===== config.mk =====
export PLATFORM = sky130hd
export DESIGN_NAME = fetch_unit_flat
export DESIGN_NICKNAME = d
export VERILOG_FILES = /design/src/rtl/fetch_unit_if.sv /design/src/rtl/fetch_unit.sv /design/src/flat_wrapper.sv
export SDC_FILE = /design/constraint.sdc
export NUM_CORES = 1
export LEC_CHECK = 0
export CAP_MARGIN = 20
export CORE_ASPECT_RATIO = 0.9
export CORE_UTILIZATION = 51
export CTS_BUF_LIST = sky130_fd_sc_hd__clkbuf_4
export CTS_CLUSTER_DIAMETER = 50
export DETAILED_ROUTE_END_ITERATION = 16
export HOLD_SLACK_MARGIN = 0.12
export MAX_ROUTING_LAYER = met4
export PLACE_DENSITY = 0.81
export RECOVER_POWER = 50
export SYNTH_ARGS = -nofsm -noshare
export SYNTH_HDL_FRONTEND = slang
export SYNTH_SLANG_ARGS = --single-unit
export TNS_END_PERCENT = 100

===== constraint.sdc =====
create_clock -name clock -period 2.54 [get_ports clock]
set_input_delay 0.508 -clock clock [delete_from_list [all_inputs] [get_ports clock]]
set_output_delay 0.508 -clock clock [all_outputs]
set_load 0.05 [all_outputs]

===== src/rtl/fetch_unit_if.sv =====
// Fetch unit bus bundle: redirect input, instruction-memory port and decode-side handshake.
// The master modport is the fetch unit; the slave modport is the surrounding core/memory.
interface fetch_unit_if #(
    parameter int DATA_W = 16,
    parameter int ADDR_W = 16
);
    logic              redirect_valid;
    logic [ADDR_W-1:0] redirect_pc;
    logic              imem_req;
    logic [ADDR_W-1:0] imem_addr;
    logic [DATA_W-1:0] imem_rdata;
    logic              out_valid;
    logic              out_ready;
    logic [DATA_W-1:0] out_inst;
    logic [ADDR_W-1:0] out_pc;
    logic [ADDR_W-1:0] out_pc_next;

    modport master (
        input  redirect_valid, redirect_pc, imem_rdata, out_ready,
        output imem_req, imem_addr, out_valid, out_inst, out_pc, out_pc_next
    );

    modport slave (
        output redirect_valid, redirect_pc, imem_rdata, out_ready,
        input  imem_req, imem_addr, out_valid, out_inst, out_pc, out_pc_next
    );
endinterface


===== src/rtl/fetch_unit.sv =====
// Instruction fetch unit: credit-limited sequential prefetch into a FIFO, with
// redirect flushing the buffer and killing the single in-flight memory response.
module fetch_unit #(
    parameter int DATA_W    = 16,
    parameter int ADDR_W    = 16,
    parameter int PC_STEP   = 1,
    parameter int BUF_DEPTH = 4,
    parameter int RESET_PC  = 0
) (
    input  logic          clock,
    input  logic          reset_n,
    fetch_unit_if.master  bus
);
    localparam int PTR_W = $clog2(BUF_DEPTH);
    localparam int CNT_W = PTR_W + 1;

    logic [ADDR_W-1:0] fetch_pc_r;
    logic [ADDR_W-1:0] pend_pc_r;
    logic              pending_r;
    logic [CNT_W-1:0]  count_r;
    logic [PTR_W-1:0]  wr_ptr_r;
    logic [PTR_W-1:0]  rd_ptr_r;
    logic              out_valid_r;
    logic [DATA_W-1:0] inst_mem_r [BUF_DEPTH];
    logic [ADDR_W-1:0] pc_mem_r   [BUF_DEPTH];

    logic [CNT_W-1:0]  occ_s;
    logic [CNT_W-1:0]  count_nxt_s;
    logic              issue_s;
    logic              push_s;
    logic              pop_s;

    // Credit check and push/pop qualification; redirect and reset suppress all traffic.
    always_comb begin
        occ_s       = count_r + {{PTR_W{1'b0}}, pending_r};
        issue_s     = 1'b0;
        push_s      = 1'b0;
        pop_s       = 1'b0;
        count_nxt_s = count_r;
        if (!reset_n || bus.redirect_valid) begin
            issue_s = 1'b0;
            push_s  = 1'b0;
            pop_s   = 1'b0;
        end else begin
            // Occupancy counts the in-flight response, so a same-cycle pop frees no credit.
            issue_s = (occ_s < CNT_W'(BUF_DEPTH));
            push_s  = pending_r;
            pop_s   = out_valid_r & bus.out_ready;
        end
        if (push_s && !pop_s) begin
            count_nxt_s = count_r + CNT_W'(1);
        end else if (!push_s && pop_s) begin
            count_nxt_s = count_r - CNT_W'(1);
        end else begin
            count_nxt_s = count_r;
        end
    end

    // Control state: fetch PC, in-flight tracking, FIFO pointers and occupancy.
    always_ff @(posedge clock) begin
        if (!reset_n) begin
            fetch_pc_r  <= ADDR_W'(RESET_PC);
            pend_pc_r   <= ADDR_W'(RESET_PC);
            pending_r   <= 1'b0;
            count_r     <= {CNT_W{1'b0}};
            wr_ptr_r    <= {PTR_W{1'b0}};
            rd_ptr_r    <= {PTR_W{1'b0}};
            out_valid_r <= 1'b0;
        end else if (bus.redirect_valid) begin
            fetch_pc_r  <= bus.redirect_pc;
            pending_r   <= 1'b0;
            count_r     <= {CNT_W{1'b0}};
            wr_ptr_r    <= {PTR_W{1'b0}};
            rd_ptr_r    <= {PTR_W{1'b0}};
            out_valid_r <= 1'b0;
        end else begin
            if (issue_s) begin
                fetch_pc_r <= fetch_pc_r + ADDR_W'(PC_STEP);
                pend_pc_r  <= fetch_pc_r;
            end
            pending_r <= issue_s;
            if (push_s) begin
                wr_ptr_r <= wr_ptr_r + PTR_W'(1);
            end
            if (pop_s) begin
                rd_ptr_r <= rd_ptr_r + PTR_W'(1);
            end
            count_r     <= count_nxt_s;
            out_valid_r <= (count_nxt_s != {CNT_W{1'b0}});
        end
    end

    // Buffer storage; contents need no reset because out_valid gates their use.
    always_ff @(posedge clock) begin
        if (push_s) begin
            inst_mem_r[wr_ptr_r] <= bus.imem_rdata;
            pc_mem_r[wr_ptr_r]   <= pend_pc_r;
        end
    end

    assign bus.imem_req    = issue_s;
    assign bus.imem_addr   = fetch_pc_r;
    assign bus.out_valid   = out_valid_r;
    assign bus.out_inst    = inst_mem_r[rd_ptr_r];
    assign bus.out_pc      = pc_mem_r[rd_ptr_r];
    assign bus.out_pc_next = pc_mem_r[rd_ptr_r] + ADDR_W'(PC_STEP);
endmodule


===== src/flat_wrapper.sv =====
// flat-port wrapper written by rule: the top's interface ports become plain ports
module fetch_unit_flat 
#(
    parameter int DATA_W    = 16,
    parameter int ADDR_W    = 16,
    parameter int PC_STEP   = 1,
    parameter int BUF_DEPTH = 4,
    parameter int RESET_PC  = 0
)
  (clock, reset_n, bus_redirect_valid, bus_redirect_pc, bus_imem_rdata, bus_out_ready, bus_imem_req, bus_imem_addr, bus_out_valid, bus_out_inst, bus_out_pc, bus_out_pc_next);
  fetch_unit_if #(.DATA_W(DATA_W), .ADDR_W(ADDR_W)) bus_i ();
  input  logic clock;
  input  logic reset_n;
  input wire logic [$bits(bus_i.redirect_valid)-1:0] bus_redirect_valid;
  input wire logic [$bits(bus_i.redirect_pc)-1:0] bus_redirect_pc;
  input wire logic [$bits(bus_i.imem_rdata)-1:0] bus_imem_rdata;
  input wire logic [$bits(bus_i.out_ready)-1:0] bus_out_ready;
  output wire logic [$bits(bus_i.imem_req)-1:0] bus_imem_req;
  output wire logic [$bits(bus_i.imem_addr)-1:0] bus_imem_addr;
  output wire logic [$bits(bus_i.out_valid)-1:0] bus_out_valid;
  output wire logic [$bits(bus_i.out_inst)-1:0] bus_out_inst;
  output wire logic [$bits(bus_i.out_pc)-1:0] bus_out_pc;
  output wire logic [$bits(bus_i.out_pc_next)-1:0] bus_out_pc_next;
  assign bus_i.redirect_valid = bus_redirect_valid;
  assign bus_i.redirect_pc = bus_redirect_pc;
  assign bus_i.imem_rdata = bus_imem_rdata;
  assign bus_i.out_ready = bus_out_ready;
  assign bus_imem_req = bus_i.imem_req;
  assign bus_imem_addr = bus_i.imem_addr;
  assign bus_out_valid = bus_i.out_valid;
  assign bus_out_inst = bus_i.out_inst;
  assign bus_out_pc = bus_i.out_pc;
  assign bus_out_pc_next = bus_i.out_pc_next;
  fetch_unit #(.DATA_W(DATA_W), .ADDR_W(ADDR_W), .PC_STEP(PC_STEP), .BUF_DEPTH(BUF_DEPTH), .RESET_PC(RESET_PC)) u_core (.clock(clock), .reset_n(reset_n), .bus(bus_i));
endmodule

Word-level counts from Yosys, hierarchy flattened. Memory sizes are Yosys's and may differ from the RTL's. A register that Yosys moved wholly into a read port is not among the register bits. Index checks and enable logic that the tools add are counted.

Add/subtract/negate cells: 7. Multipliers: 0. Divide/modulo/power cells: 0. Order comparisons: 1. Equal/unequal tests: 0. Shifts and indexed selects: 0. Multiplexer cells: 13. Bitwise operators: 3. Reductions and logical operators: 10.

Operator list (count): adder 16 x 1 -> 16 bit, second input constant (2); 2-to-1 mux 16 bit (2); 2-to-1 mux 2 bit (4); 2-to-1 mux 3 bit (2); 2-to-1 mux 1 bit (5); adder 2 x 1 -> 2 bit, second input constant (2); adder 3 x 1 -> 3 bit (1); adder 3 x 1 -> 3 bit, second input constant (1); zero test 1 bit (3); less-than comparator 3 bit, second input constant (1); nonzero test 3 bit (1); subtractor 3 x 1 -> 3 bit, second input constant (1); logical AND 1 bit (2); inverter 1 bit (2); AND reduction 2 bit (1); nonzero test 2 bit (1); OR reduction 2 bit (1); bitwise AND 1 bit (1); logical OR 1 bit (1).

Register bits after elaboration: 41. Latch bits: 0. RAM bits: 128. Bits in read-only memories: 0. Bits of input ports: 36. Output and inout bits: 66. Logic and storage cells: 43. Memories: 2.

Memories: u_core.inst_mem_r (depth 4, bits a word 16, rd ports 1, clocked after memory_dff 1, wr ports 1, line fetch_unit.sv:24) `logic [DATA_W-1:0] inst_mem_r [BUF_DEPTH];`; u_core.pc_mem_r (depth 4, bits a word 16, rd ports 1, clocked after memory_dff 1, wr ports 1, line fetch_unit.sv:25) `logic [ADDR_W-1:0] pc_mem_r [BUF_DEPTH];`.

Logic depth before layout (Yosys ltp).
Depth in word-level cells: 8. Gate-level depth with buffers: 7. Gate-level depth less buffers: 6.

Least setup slack after synthesis. No wires, ideal clock.

Kind: register -> output. Start point: register with a tool-made name. End point: output port bus_out_pc_next[14]. Arrival time: 2743 ps. Required time: 2032 ps. Setup slack: -711 ps. Stages on the path, launching flop included: 8. Path buffers: 2. Cells stage by stage: dfxtp_1 -> buf_6 -> buf_12 -> mux4_1 -> ha_1 -> nand2_1 -> nor4_2 -> xor2_1.

RTL lines: end, declared (line flat_wrapper.sv:23) `output wire logic [$bits(bus_i.out_pc_next)-1:0] bus_out_pc_next;`.

==> results.cfg <==
[outcome]
outcome = complete, but fails checks
violations = design-rule violations, negative setup slack

[pwr]
ir_drop_mv = 0.400
pwr-share-clk_pct = 31.9
p_sw_share_pct = 24.3
power_density_nw_per_um2 = 541
p_leak_nw = 3.52
switching_power_mw = 1.31
power_frac_comb_pct = 10.8
seqPwrFrac_pct = 57.2
intPower_mw = 4.08

[clocking]
cts_buffer_depth = 2
cts_made_buffers = 17
worstSkewPairLatency_ns = 0.55
cts_tree = built
clk_transition_reported_paths_ns = 0.13
numClockSinks = 171
clock-root-buffer = clkbuf_4
htreeDepth = 4

[yosys]
yosysUniqueCellTypes = 48
synthTopCellsByArea = edfxtp_1, dfxtp_1, mux4_2
syn_area_per_cell_um2 = 15.4
synth_top_area_share_pct = 54.7
ys.warnings.count = 0
ys_seq_elements = 171
synth_top_cell_by_area = edfxtp_1
synth_nets = 501
synth_cells = 457
synth.cell_area_um2 = 7020
ys_seq_area_share_pct = 67.0

[global_route]
grt_pass1_vias = 4625
grt_antenna_before_repair = 1
grt_pass1_wl_mm = 26.5
grt_usage_pct = 26.1
overflow = 0
grt_max_degree = 33

[worst_setup_path]
end_kind = output pin
path_class = flop to output pin
start_kind = flop
r2r_start = u_core.count_r[1]
cp.arrival_ns = 2.62
cp_max_fo = 5
cp_data_required_time_ns = 2.03
r2r_end = u_core.bus.imem_addr[5]
ff2ff_path_depth = 6
rrSetupSlack_ns = 0.35

[floorplanning]
fp.dieW_um = 126
pin_count = 102
core-area_um2 = 13400
dieArea_um2 = 14200
start_util_pct = 52.3
rows = 40
die_y_um = 113

[detailed_routing]
ant_nets = 0
first_pass_iters = 14
wl_per_cell_um = 23.8
drc = 10
vias = 4797
dr.first_iter.drc_count = 490
routed_via_density = 6.05
wl_mm = 18.8

[hold_path]
worstHoldEndpoint = u_core.pc_mem_r[0][4]
holdPathStages = 0
hold_start = u_core.pend_pc_r[4]
hp-class = flop to flop

[timing]
tightest_slew_ns = 0.956
finalMaxSlewViolations = 0
rsz0062_at_grt = true
setup_ws_ns = -0.588
min_period_over_period_pct = 123
slew_headroom_pct = 36.2
clock.fmax_mhz = 320
setup_viol = 36
worst_hold_slack_ns = 0.501
skew_ns = 0.0242
final-hold-violation-count = 0
period_needed_ns = 3.13

[place]
pre_cts_slack_ns = -0.0280
gp_congestion = 0.894
io_buffers = 101
dp_hpwl_mm = 10.3

[final_layout]
final_cell_mix = edfxtp_1, buf_12, dfxtp_1, clkdlybuf4s50_1, mux4_2
syn2layout_area_growth_pct = 41.8
fillCellCount = 765
layout_commonest_cell = edfxtp_1
drive_gt1_share_pct = 33.7
nets = 655

[run]
drv_cap = 0
[metrics by stage]
| stage | util (%) | power (mW) | TNS, ns | std cells | cell area, µm² |
|---|---|---|---|---|---|
| floorplan | - | 3.43 | -1.56 | 457 | 7300 |
| detailed placement | 68.6 | 3.70 | -0.0531 | 733 | 9200 |
| global placement | 68.6 | 3.69 | 0 | 733 | 9200 |
| global route | 74.2 | 5.57 | -13.36 | 793 | 9960 |
| finish | 74.2 | 5.39 | -8.53 | 793 | 9960 |
| CTS | 73.2 | 5.35 | -9.14 | 784 | 9810 |
[critical path, stage by stage, from the launching register on]
cell and delay [ns]:
dfxtp_4 0.41, buf_6 0.14, mux4_2 0.39, nand4_4 0.17, buf_12 0.18, buf_8 0.12
nor3_4 0.26, xor2_4 0.22, buf_12 0.16
[registers in the layout, summed over array words and instances (netlist names), named ones only]
register / count
u_core.inst_mem_r: 64
u_core.pc_mem_r: 64
u_core.bus.imem_addr: 16
u_core.pend_pc_r: 16
u_core.count_r: 3
u_core.rd_ptr_r: 2
u_core.wr_ptr_r: 2
u_core.bus.out_valid: 1
u_core.pending_r: 1
[Yosys cell counts (all sizes together)]
cell / instances
and3: 6
a21boi: 1
o21ai: 21
nor4: 4
or4: 5
or2: 1
nor2: 21
and3b: 1
nand2b: 2
a211o: 1
o21a: 1
a311oi: 6
o311a: 2
edfxtp: 128
and2: 1
nand4b: 1
clkbuf: 17
ha: 8
nor2b: 1
mux4: 32
mux2i: 1
o41ai: 2
o41a: 1
a211oi: 2
dfxtp: 43
o31ai: 4
nand2: 21
nand3: 32
or3: 2
buf: 9
o311ai: 4
xnor2: 10
nand4: 8
nor3: 6
and4b: 1
inv: 10
a31oi: 9
xor2: 13
a21oi: 17
nor3b: 2
[what timing repair did]
item,CTS,global route
endpoints found under the hold margin,0,0
cloned,1,0
setup buffers,21,9
pin swaps,12,6
hold buffers,0,0
gates resized for setup,28,24
setup endpoints to repair,48,46
[routing by layer]
metal  track usage [%]  vias to the layer above  share of wire, %
met3              5.39                       26               7.6
met2              41.6                      279                50
met4              6.83                        0               1.9
met5                 -                        -                 0
li1                  -                     2104                 -
met1              34.4                     2388                40
[power groups by stage]
stage | registers (mW) | clock network (mW) | logic (mW)
global route | 3.09 | 1.86 | 0.612
detailed placement | 3.14 | 0 | 0.555
floorplan | 3.19 | 0 | 0.240
global placement | 3.14 | 0 | 0.545
CTS | 3.08 | 1.70 | 0.575
finish | 3.08 | 1.72 | 0.584
[logic make-up after synthesis]
group / share of synthesized area (%)
adders and majority gates: 1.43
xor gates and xnor gates: 2.87
AOI/OAI and AO/OA: 6.43
buffers and inverters: 2.49
muxes: 10.5
and+or+nand+nor: 9.25
DFF: 67.0
[worst max path at each step]
stage / cells after the start / end / slack [ns]
2_1_floorplan: 6 / bus_out_pc_next[15] / -0.21
3_3_place_gp: 6 / bus_out_pc_next[6] / 0.02
3_5_place_dp: 6 / bus_out_pc_next[13] / -0.03
4_1_cts: 6 / bus_out_pc_next[13] / -0.57
5_1_grt: 8 / bus_out_pc_next[8] / -0.69
6_report: 8 / bus_out_pc_next[8] / -0.59
[layout make-up]
type                    count  area (µm²)  share of cell area [%]
diodes                      1        2.50                  0.0251
multi-input cells         250        2540                    25.5
flip-flops and latches    171        4710                    47.3
inverters                  10        40.0                   0.402
clock buffers              19         143                    1.43
repair buffers            161        2130                    21.4
clock inverters            13         175                    1.76
well taps                 168         210                    2.11
Note: power is estimated with default switching activity, not from simulation.
